[config.mk]
export PLATFORM = sky130hd
export DESIGN_NAME = vote_session_ctrl_flat
export DESIGN_NICKNAME = d
export VERILOG_FILES = /design/src/rtl/vote_session_ctrl_if.sv /design/src/rtl/vote_session_ctrl.sv /design/src/flat_wrapper.sv
export SDC_FILE = /design/constraint.sdc
export NUM_CORES = 1
export LEC_CHECK = 0
export CORE_ASPECT_RATIO = 0.7
export CORE_MARGIN = 4
export CORE_UTILIZATION = 54
export CTS_CLUSTER_SIZE = 40
export DETAILED_ROUTE_END_ITERATION = 8
export PLACE_DENSITY = 0.8
export SLEW_MARGIN = 20
export SYNTH_ARGS = -nofsm -noshare
export SYNTH_HDL_FRONTEND = slang
export SYNTH_SLANG_ARGS = --single-unit
[constraint.sdc]
create_clock -name i_clk -period 2.8 [get_ports i_clk]
set_input_delay 0.42 -clock i_clk [delete_from_list [all_inputs] [get_ports i_clk]]
set_output_delay 0.42 -clock i_clk [all_outputs]
set_load 0.1 [all_outputs]
[src/rtl/vote_session_ctrl_if.sv]
// Ballot handshake bundle between the ballot source (master) and vote_session_ctrl (slave).
interface vote_session_ctrl_if;
  logic       ballot_valid;
  logic       ballot_ready;
  logic [1:0] ballot_class;
  logic [4:0] ballot_id;
  logic       ballot_yes;

  modport master (
    output ballot_valid,
    output ballot_class,
    output ballot_id,
    output ballot_yes,
    input  ballot_ready
  );

  modport slave (
    input  ballot_valid,
    input  ballot_class,
    input  ballot_id,
    input  ballot_yes,
    output ballot_ready
  );
endinterface

[src/rtl/vote_session_ctrl.sv]
// Weighted-vote session controller: collects one ballot per cycle, rejects duplicates and
// out-of-range voters, keeps core-ready yes vectors and a running tally, latches pass/fail.
module vote_session_ctrl #(
  parameter int THRESH     = 41,
  parameter int W_VIP      = 4,
  parameter int W_VVIP     = 16,
  parameter int AUTO_CLOSE = 1
) (
  input  logic                 i_clk,
  input  logic                 i_rst_n,
  input  logic                 i_start,
  input  logic                 i_close,
  vote_session_ctrl_if.slave   ballot,
  output logic [31:0]          o_np_vec,
  output logic [7:0]           o_vip_vec,
  output logic                 o_vvip_bit,
  output logic [6:0]           o_tally,
  output logic [5:0]           o_voted_cnt,
  output logic                 o_rej_err,
  output logic                 o_busy,
  output logic                 o_done,
  output logic                 o_result
);

  localparam int NUM_VOTERS = 41;

  typedef enum logic [1:0] {
    S_IDLE,
    S_OPEN,
    S_TALLY,
    S_DONE
  } state_t;

  state_t      r_state;
  state_t      w_next_state;
  logic        w_open_session;

  logic [31:0] r_np_vec;
  logic [7:0]  r_vip_vec;
  logic        r_vvip_bit;
  logic [31:0] r_np_voted;
  logic [7:0]  r_vip_voted;
  logic        r_vvip_voted;
  logic [6:0]  r_tally;
  logic [5:0]  r_voted_cnt;
  logic        r_rej_err;
  logic        r_result;

  logic        w_fire;
  logic        w_legal;
  logic        w_dup;
  logic        w_accept;
  logic        w_last_voter;

  // Range check and duplicate lookup for the ballot currently on the bus.
  always_comb begin
    w_legal = 1'b0;
    w_dup   = 1'b0;
    case (ballot.ballot_class)
      2'd0: begin
        w_legal = 1'b1;
        w_dup   = r_np_voted[ballot.ballot_id];
      end
      2'd1: begin
        w_legal = (ballot.ballot_id < 5'd8);
        w_dup   = r_vip_voted[ballot.ballot_id[2:0]];
      end
      2'd2: begin
        w_legal = (ballot.ballot_id == 5'd0);
        w_dup   = r_vvip_voted;
      end
      default: begin
        w_legal = 1'b0;
        w_dup   = 1'b0;
      end
    endcase
  end

  assign w_fire       = ballot.ballot_valid && (r_state == S_OPEN);
  assign w_accept     = w_fire && w_legal && !w_dup;
  assign w_last_voter = (AUTO_CLOSE != 0) && w_accept &&
                        (r_voted_cnt == 6'(NUM_VOTERS - 1));

  always_ff @(posedge i_clk or negedge i_rst_n) begin
    if (!i_rst_n) begin
      r_state <= S_IDLE;
    end else begin
      r_state <= w_next_state;
    end
  end

  // Close beats start in OPEN; a ballot in the closing cycle still lands before TALLY.
  always_comb begin
    w_next_state   = r_state;
    w_open_session = 1'b0;
    case (r_state)
      S_IDLE: begin
        if (i_start) begin
          w_next_state   = S_OPEN;
          w_open_session = 1'b1;
        end
      end
      S_OPEN: begin
        if (i_close || w_last_voter) begin
          w_next_state = S_TALLY;
        end
      end
      S_TALLY: begin
        w_next_state = S_DONE;
      end
      S_DONE: begin
        if (i_start) begin
          w_next_state   = S_OPEN;
          w_open_session = 1'b1;
        end
      end
      default: begin
        w_next_state = S_IDLE;
      end
    endcase
  end

  always_ff @(posedge i_clk or negedge i_rst_n) begin
    if (!i_rst_n) begin
      r_np_vec     <= '0;
      r_vip_vec    <= '0;
      r_vvip_bit   <= 1'b0;
      r_np_voted   <= '0;
      r_vip_voted  <= '0;
      r_vvip_voted <= 1'b0;
      r_tally      <= '0;
      r_voted_cnt  <= '0;
      r_rej_err    <= 1'b0;
      r_result     <= 1'b0;
    end else begin
      r_rej_err <= w_fire && !w_accept;
      if (w_open_session) begin
        r_np_vec     <= '0;
        r_vip_vec    <= '0;
        r_vvip_bit   <= 1'b0;
        r_np_voted   <= '0;
        r_vip_voted  <= '0;
        r_vvip_voted <= 1'b0;
        r_tally      <= '0;
        r_voted_cnt  <= '0;
        r_result     <= 1'b0;
      end else if (r_state == S_TALLY) begin
        r_result <= (r_tally >= 7'(THRESH));
      end else if (w_accept) begin
        r_voted_cnt <= r_voted_cnt + 6'd1;
        case (ballot.ballot_class)
          2'd0: begin
            r_np_voted[ballot.ballot_id] <= 1'b1;
            if (ballot.ballot_yes) begin
              r_np_vec[ballot.ballot_id] <= 1'b1;
              r_tally                    <= r_tally + 7'd1;
            end
          end
          2'd1: begin
            r_vip_voted[ballot.ballot_id[2:0]] <= 1'b1;
            if (ballot.ballot_yes) begin
              r_vip_vec[ballot.ballot_id[2:0]] <= 1'b1;
              r_tally                          <= r_tally + 7'(W_VIP);
            end
          end
          2'd2: begin
            r_vvip_voted <= 1'b1;
            if (ballot.ballot_yes) begin
              r_vvip_bit <= 1'b1;
              r_tally    <= r_tally + 7'(W_VVIP);
            end
          end
          default: begin
          end
        endcase
      end
    end
  end

  assign ballot.ballot_ready = (r_state == S_OPEN);
  assign o_busy              = (r_state == S_OPEN) || (r_state == S_TALLY);
  assign o_done              = (r_state == S_DONE);
  assign o_np_vec            = r_np_vec;
  assign o_vip_vec           = r_vip_vec;
  assign o_vvip_bit          = r_vvip_bit;
  assign o_tally             = r_tally;
  assign o_voted_cnt         = r_voted_cnt;
  assign o_rej_err           = r_rej_err;
  assign o_result            = r_result;

endmodule
[src/flat_wrapper.sv]
// flat-port wrapper written by rule: the top's interface ports become plain ports
module vote_session_ctrl_flat 
#(
  parameter int THRESH     = 41,
  parameter int W_VIP      = 4,
  parameter int W_VVIP     = 16,
  parameter int AUTO_CLOSE = 1
)
  (i_clk, i_rst_n, i_start, i_close, o_np_vec, o_vip_vec, o_vvip_bit, o_tally, o_voted_cnt, o_rej_err, o_busy, o_done, o_result, ballot_ballot_valid, ballot_ballot_class, ballot_ballot_id, ballot_ballot_yes, ballot_ballot_ready);
  vote_session_ctrl_if ballot_i ();
  input  logic i_clk;
  input  logic i_rst_n;
  input  logic i_start;
  input  logic i_close;
  output logic [31:0] o_np_vec;
  output logic [7:0] o_vip_vec;
  output logic o_vvip_bit;
  output logic [6:0] o_tally;
  output logic [5:0] o_voted_cnt;
  output logic o_rej_err;
  output logic o_busy;
  output logic o_done;
  output logic o_result;
  input wire logic [$bits(ballot_i.ballot_valid)-1:0] ballot_ballot_valid;
  input wire logic [$bits(ballot_i.ballot_class)-1:0] ballot_ballot_class;
  input wire logic [$bits(ballot_i.ballot_id)-1:0] ballot_ballot_id;
  input wire logic [$bits(ballot_i.ballot_yes)-1:0] ballot_ballot_yes;
  output wire logic [$bits(ballot_i.ballot_ready)-1:0] ballot_ballot_ready;
  assign ballot_i.ballot_valid = ballot_ballot_valid;
  assign ballot_i.ballot_class = ballot_ballot_class;
  assign ballot_i.ballot_id = ballot_ballot_id;
  assign ballot_i.ballot_yes = ballot_ballot_yes;
  assign ballot_ballot_ready = ballot_i.ballot_ready;
  vote_session_ctrl #(.THRESH(THRESH), .W_VIP(W_VIP), .W_VVIP(W_VVIP), .AUTO_CLOSE(AUTO_CLOSE)) u_core (.i_clk(i_clk), .i_rst_n(i_rst_n), .i_start(i_start), .i_close(i_close), .ballot(ballot_i), .o_np_vec(o_np_vec), .o_vip_vec(o_vip_vec), .o_vvip_bit(o_vvip_bit), .o_tally(o_tally), .o_voted_cnt(o_voted_cnt), .o_rej_err(o_rej_err), .o_busy(o_busy), .o_done(o_done), .o_result(o_result));
endmodule
* Word level (Yosys, flattened, before mapping)
Cells that the tools add are included.
** Word-level totals
- Register bits :: 99
- Input bits :: 13
- Output and inout bits :: 59
- Logic and storage cells :: 122
** Cells by class
- Add/sub/neg operators :: 4
- Order comparisons :: 6
- Equality and inequality tests :: 12
- Muxes and demuxes :: 54
- Bitwise logic cells :: 4
- Reduce and logical (&&, ||, !) cells :: 31
** Operator list (number)
- 2-to-1 mux 32 bit :: 9
- 2-to-1 mux 8 bit :: 9
- bitwise OR 32 bit :: 2
- 2-to-1 mux 7 bit :: 6
- one-hot mux 7 bit (3 select lines) :: 1
- 2-to-1 mux 6 bit :: 3
- 2-to-1 mux 1 bit :: 17
- bitwise OR 8 bit :: 2
- AND reduction 4 bit :: 3
- nonzero test 2 bit :: 6
- != test 3 x 2 -> 1 bit, second input constant :: 3
- AND reduction 3 bit :: 3
- adder 7 x 1 -> 7 bit, second input constant :: 1
- adder 7 x 3 -> 7 bit, second input constant :: 1
- adder 7 x 5 -> 7 bit, second input constant :: 1
- greater-or-equal comparator 7 x 6 -> 1 bit, second input constant :: 1
- logical AND 1 bit :: 7
- adder 6 x 1 -> 6 bit, second input constant :: 1
- equality test 2 bit, second input constant :: 3
- equality test 6 bit, second input constant :: 1
- < comparator 5 x 6 -> 1 bit, second input constant :: 1
- != test 2 x 1 -> 1 bit, second input constant :: 3
- one-hot mux 1 bit (3 select lines) :: 2
- one-hot mux 2 bit (3 select lines) :: 1
- other kinds (18) :: 24

* Depth between registers and ports, before layout
Gate-level depths: netlist (run 1).
- Depth after elaboration :: 10
- Mapped depth :: 9
- Mapped depth without buffers :: 8

* Worst setup path after synthesis (run 1)
Ideal clock, no wire load.
- Path type :: register -> register
- Start point :: reg u_core.r_state[1]
- End point :: reg u_core.r_tally[2], in the netlist u_core.o_tally[2]
- Setup time :: 0.106 ns
- Arrival :: 2.919 ns
- Required time :: 2.694 ns
- Path slack :: -0.225 ns
- Stages on the path, launching flop included :: 9
- Path buffers :: 0
- Period minus slack after synthesis :: 3.025 ns
- Cells stage by stage :: dfrtp_1 inv_1 ha_1 nand2_1 a211oi_1 o211ai_2 o41a_1 or2_0 o41ai_2
** On the way
- Cells in the longest elaborated chain, start to end :: 6
- Elaborated cells on any way between the ends :: 17
- Classes of those cells :: eq/ne: 7; mux: 2; reduce/logical: 8
** Ends and longest elaborated chain
- from (decl) :: RTL line vote_session_ctrl.sv:34 : state_t r_state;
- from (signal assigned) :: RTL line vote_session_ctrl.sv:88 : r_state <= w_next_state;
- equality test 2 x 1 -> 1 bit
- named net ballot_ballot_ready :: RTL line flat_wrapper.sv:28 : output wire logic [$bits(ballot_i.ballot_ready)-1:0] ballot_ballot_ready;
- logical AND 1 bit :: RTL line vote_session_ctrl.sv:79 : assign w_fire = ballot.ballot_valid && (r_state == S_OPEN);
- logical AND 1 bit (2 in a row) :: RTL line vote_session_ctrl.sv:80 : assign w_accept = w_fire && w_legal && !w_dup;
- nonzero test 2 bit (no source line)
- AND reduction 6 bit (no source line)
- to (signal assigned) :: RTL line vote_session_ctrl.sv:156 : r_tally <= r_tally + 7'd1;
- to (signal assigned) :: RTL line vote_session_ctrl.sv:163 : r_tally <= r_tally + 7'(W_VIP);
- to (signal assigned) :: RTL line vote_session_ctrl.sv:170 : r_tally <= r_tally + 7'(W_VVIP);
- to (decl) :: RTL line vote_session_ctrl.sv:44 : logic [6:0] r_tally;
The timed path passes the listed nets, and every way through them passes these cells.
A chain may end at the register's enable or synchronous reset.

* Worst setup path after layout (run 1)
- Start point :: in ballot_ballot_id[2]
- End point :: reg u_core.r_tally[2], in the netlist u_core.o_tally[2]
** On the way
- Cells in the longest elaborated chain, start to end :: 7
- Elaborated cells on any way between the ends :: 13
- Classes of those cells :: order compare: 1; mux: 6; reduce/logical: 6
** Ends and longest elaborated chain
- from (decl) :: RTL line flat_wrapper.sv:26 : input wire logic [$bits(ballot_i.ballot_id)-1:0] ballot_ballot_id;
- binary-select mux 1 bit (select 5 bit) or binary-select mux 1 bit (select 3 bit) (tied branches) :: RTL line vote_session_ctrl.sv:62, vote_session_ctrl.sv:66
- 2-to-1 mux 1 bit (on tied branches) :: RTL line vote_session_ctrl.sv:62, vote_session_ctrl.sv:66
- one-hot mux 1 bit (3 select lines) :: RTL line vote_session_ctrl.sv:59 : case (ballot.ballot_class)
- logical NOT 1 bit :: RTL line vote_session_ctrl.sv:80
- logical AND 1 bit * :: RTL line vote_session_ctrl.sv:80
- nonzero test 2 bit (no source line) *
- AND reduction 6 bit (no source line) *
Every way passes the cells marked *; elsewhere a longest branch is shown, timed or not. The select of a mux whose other input is x is not followed.

==> metrics, run 1 <==
status=completed; worst slew pin tran=0.638 ns; first-pass GRT wire length=20.5 mm; Synth Flop Type=dfrtp_1; Synth Cell Area=4660 µm²; Ys Warns=0; top cells by count, synth=dfrtp_1, nand2_1, o21ai_0; Num CTS Buffers=9; footprint of the multi-input gates=2100 µm²; total grt overflow=0; largest cells by area after synthesis=dfrtp_1, o21ai_0, nand2_1; Cell variety after synth=52; Sequential Area=2480 µm²; htree depth=3; sequential share of the synthesized area=53.2%; Slew Limit Headroom=57.4%; IO buf count=71; minimum clock period=2.71 ns; antenna violation net count after detailed routing=0; Post-synth ARST share=100%; CTS Buffer Depth=2; Final HPWL DP=8.46 mm; Post-synth EDFFs=0; RePlAce Congestion=0.871; clock power share=24.0%; WL/cell=17.9 µm; Worst Path Class, Setup=input port to flop; Die Ht=85.7 µm; initial antenna violation count=0; internal power=2.71 mW; DIE WIDTH=119 µm; CP startpoint kind=input port; worst ir drop on vdd=0.000587 V; DR pass1 iterations=5; crit-path cells=clkdlybuf4s50_1 > nor3_1 > a311o_1 > o211ai_2 > o41a_1 > or2_1 > o41ai_2; MaxCap Viol Count=0; area grow syn2layout=29.2%; Fillers=625; Core Util, Final=71.3%; CP delay by family, top=compound AO/OA/AOI/OAI gates; Worst EP arrival=2.94 ns; Core Footprint=8440 µm²; Antenna diodes=0; fin crit share=96.8%; leading area contributor after synthesis=dfrtp_1; CP Max Fanout=8; num rows=28; vias in the first global route=3921; number of clock sinks=99; critical path required time=3.03 ns; Fmax achieved=369 MHz; top-count cell post-synth=dfrtp_1; Combinational Power Share=43.5%; max-slew violations=0; Inst Count DP=673; hold crit path type=input port to asynchronous set/reset pin; ratio of cells with drive above 1 in the final layout=25.2%; CTS tree=yes; routed vias=4103; post-synthesis cell count=464; Worst Path Buf+Inv=1; Syn Nets=493; clk slew on worst S/H paths=0.07 ns; Starting Density=55.2%; Yosys reg bits=99; sequential share of power=32.5%; worst clock skew=0.0130 ns; Slowest-stage cell, CP=clkdlybuf4s50_1; final std cells w/o fill=692; max incr delay on CP=0.56 ns; DRC Markers=0; Synth top area share=53.2%; RSZ-0062 raised after global routing=false; Post-layout nets=596; GRT Total Usage=25.3%; drt via density=5.93; I/O pins=72; largest net degree at the start of global routing=60; Die ar.=10200 µm²; Leak=2.81 nW; switch share=47.4%; Worst-Skew Late Latency=0.35 ns; Mapped Avg Cell Area=10.0 µm²; First DRT Iteration DRCs=364; final hold vios=0; power density over the cells=856 nW/µm²; clock root buffer master=clkbuf_16; Final setup viols=0; DRT Wirelength=12.4 mm; sw power=2.44 mW; crit end category=flop
power groups by stage:
stage	Combinational, mW	Clock, mW	Sequential, mW
2_1_floorplan	0.870	0	2.42
3_3_place_gp	2.16	0	1.69
3_5_place_dp	2.19	0	1.70
4_1_cts	2.21	1.25	1.67
5_1_grt	2.37	1.32	1.70
6_report	2.24	1.24	1.68
per-stage QoR:
step | cell area [µm²] | hold WS [ns] | setup WS [ns] | power [mW] | setup TNS, ns
floorplan | 4660 | 0.124 | 0.0305 | 3.29 | 0
global placement | 5610 | 0.455 | -0.416 | 3.86 | -30.26
detailed placement | 5610 | 0.462 | -0.516 | 3.89 | -35.44
CTS | 5960 | 0.118 | 0.000442 | 5.13 | 0
global route | 6020 | 0.141 | 0.0690 | 5.38 | 0
finish | 6020 | 0.0965 | 0.0903 | 5.15 | 0
flip-flops by register name, summed over array words and instances (netlist names):
register / flops
u_core.r_np_voted: 32
u_core.o_voted_cnt: 6
u_core.r_vvip_voted: 1
u_core.o_tally: 7
u_core.o_vip_vec: 8
u_core.o_rej_err: 1
u_core.r_state: 2
u_core.r_vip_voted: 8
u_core.o_result: 1
u_core.o_vvip_bit: 1
u_core.o_np_vec: 32
worst paths after layout:
kind	from	to	slack [ns]	cells after the start
setup / recovery	ballot_ballot_id[2]	u_core.o_tally[2]	0.09	7
hold reg to reg	u_core.r_np_voted[29]	u_core.r_np_voted[29]	0.48	2
max in group asynchronous	i_rst_n	u_core.r_np_voted[5]	2.02	2
hold / removal	i_rst_n	u_core.o_tally[1]	0.1	1
setup reg to reg	u_core.r_state[1]	u_core.o_tally[2]	0.32	8
min in group i_clk	u_core.r_np_voted[29]	u_core.r_np_voted[29]	0.48	2
per-layer routing:
| metal | track usage, % | up-vias | share of wire (%) |
|---|---|---|---|
| met1 | 34.8 | 2042 | 43 |
| met2 | 40.9 | 185 | 47 |
| met5 | 0 | - | 0 |
| met3 | 5.34 | 27 | 7.2 |
| li1 | - | 1849 | - |
| met4 | 7.89 | 0 | 1.9 |
logic make-up after synthesis:
group | synth area share (%)
compound gates | 16.5
xor+xnor | 0.752
fa+ha+maj | 4.30
buf+inv | 3.30
flops | 53.2
mux | 6.26
simple gates | 15.7
area by class of cell:
class / count / area share [%]
sequential: 99 / 41.1
multi-input combinational: 328 / 34.8
timing repair buffer: 113 / 15.5
clock buffer: 9 / 3.74
tap: 120 / 2.49
clock inverter: 7 / 1.31
inverter: 16 / 0.998
what timing repair did:
action / in CTS / in global routing
pin swaps: 4 / 5
buffers inserted: 0 / 2
cloned: 0 / 1
hold buffers: 0 / 0
endpoints found under the setup margin: 60 / 78
gates resized for setup: 12 / 14
placed cells by master, fill, tap and decap left out, types with 3 or more instances in the layout:
cell type,Yosys,layout
nor2b_1,3,3
nor2_1,24,24
inv_1,16,16
a21oi_1,9,9
o21ai_0,87,80
mux4_2,3,6
a31oi_1,4,4
clkbuf_16,0,10
clkdlybuf4s50_1,0,10
dfrtp_1,99,99
nand3_1,10,8
nor3b_1,3,3
and3_1,3,3
mux4_1,7,4
nand2_1,94,92
xnor2_1,3,3
buf_4,0,98
nor3_1,9,7
mux2i_1,4,3
ha_1,16,15
nand4_1,4,4
o21ai_1,2,9
buf_12,0,3
Note: power is estimated with default switching activity, not from simulation.
==> run 2: changes to the inputs <==
- CORE_UTILIZATION: 54 -> 57
- PLACE_DENSITY: 0.8 -> 0.84
- clock period: 2.8 -> 3.5 ns (I/O delays scaled with it)
==> metrics, run 2 (synthesis results as in run 1) <==
setup TNS=0 ns; Worst-Skew Late Latency=0.35 ns; CTS Buffer Depth=2; R2R setup slack=0.69 ns; Core Footprint=7910 µm²; Leak=2.59 nW; final hold vios=0; Metal-1 WL=5.23 mm; fin crit share=93.6%; I/O pins=72; Num CTS Buffers=9; DR pass1 iterations=6; hold crit path type=input port to asynchronous set/reset pin; Final setup viols=0; worst clock skew=0.0107 ns; WL/cell=19.4 µm; clk slew on worst S/H paths=0.07 ns; Fmax achieved=305 MHz; total grt overflow=0; num rows=27; setup bufs post-CTS=0; htree depth=3; max-slew violations=0; clock root buffer master=clkbuf_16; Setup WS post-layout=0.224 ns; post-CTS sizing=0; worst slack at placement=0.0400 ns; critical path required time=3.73 ns; number of clock sinks=99; largest net degree at the start of global routing=65; status=completed; CTS tree=yes; met3 wire length=1.07 mm; Sequential Area=2480 µm²; worst slew pin tran=1.01 ns; MaxCap Viol Count=0; first-pass GRT wire length=20.9 mm; Die ar.=9710 µm²; Core Util, Final=74.2%; Antenna diodes=0; routed vias=4059; IO buf count=71; RePlAce Congestion=0.918; power density over the cells=706 nW/µm²; RSZ-0062 raised after global routing=false; Post-layout nets=571; vias in the first global route=3984; DRT Wirelength=12.6 mm; antenna violation net count after detailed routing=0; metal2 WL=6.08 mm; leading cell type in the layout, fill and taps excluded=dfrtp_1; CP startpoint kind=input port; minimum clock period=3.28 ns; DIE WIDTH=116 µm; Starting Density=58.9%; First DRT Iteration DRCs=477; Worst EP arrival=3.50 ns; ratio of cells with drive above 1 in the final layout=8.41%; Fillers=537; area grow syn2layout=25.9%; CTS Hold Buffers Added=0; Final HPWL DP=8.34 mm; CP Max Fanout=17; Slew Limit Headroom=32.2%; drt via density=6.26; DRC Markers=0; footprint of the multi-input gates=2030 µm²; Die Ht=83.6 µm; highest routed layer=met4; most frequent cells in the layout=dfrtp_1, nand2_1, o21ai_0; Worst Path Class, Setup=input port to flop; worst ir drop on vdd=0.000623 V; initial antenna violation count=0; GRT Total Usage=27.6%; crit end category=flop
[run 2: cell count changes in the layout (fill, tap and decap cells not counted), sizes merged]
cell           change
clkinvlp           -2
clkinv             -1
clkdlybuf4s50     +58
buf               -81
bufinv             +1
dlymetal6s2s       -1
inv                +1
[run 2: area by class of cell]
cell class	count	area share, %
Multi-Input combinational cell	328	34.6
Clock buffer	10	4.07
Clock inverter	6	1.30
Inverter	16	1.02
Timing Repair Buffer	88	14.6
Sequential cell	99	42.2
Tap cell	101	2.15
[run 2: worst paths after layout]
check	endpoint	cells past startpoint	start
min in group i_clk	u_core.r_np_voted[22]	2	u_core.r_np_voted[22]
setup / recovery	u_core.o_np_vec[10]	9	ballot_ballot_id[0]
setup reg to reg	u_core.o_np_vec[10]	8	u_core.r_state[0]
hold / removal	u_core.o_np_vec[14]	1	i_rst_n
max in group asynchronous	u_core.o_result	2	i_rst_n
hold reg to reg	u_core.r_np_voted[22]	2	u_core.r_np_voted[22]
[run 2: per-layer routing]
| layer | track usage (%) | up-vias |
|---|---|---|
| met4 | 8.96 | 0 |
| met2 | 42.0 | 200 |
| li1 | - | 1794 |
| met5 | 0 | - |
| met3 | 8.70 | 27 |
| met1 | 37.7 | 2038 |
[run 2: metrics by stage]
stage               cells  power [mW]  instance area, µm²  hold slack (ns)
floorplan             464        2.63                4660            0.229
global placement      632        3.05                5550            0.455
detailed placement    632        3.09                5550            0.466
CTS                   648        4.14                5870            0.231
global route          648        4.31                5870            0.264
finish                648        4.14                5870            0.210
[run 2: critical path, stage by stage]
cell	delay [ns]
clkdlybuf4s50_1	0.51
buf_12	0.17
mux4_1	0.63
a32oi_2	0.28
nand4_1	0.16
o41ai_1	0.46
buf_4	0.21
nand2_1	0.19
o21ai_0	0.36
[run 2: power by group]
group / total (mW) / internal (mW) / switching [mW]
Combinational: 1.76 / 0.393 / 1.36
Sequential: 1.34 / 1.24 / 0.0969
Clock: 1.05 / 0.588 / 0.460
Total: 4.14 / 2.22 / 1.92
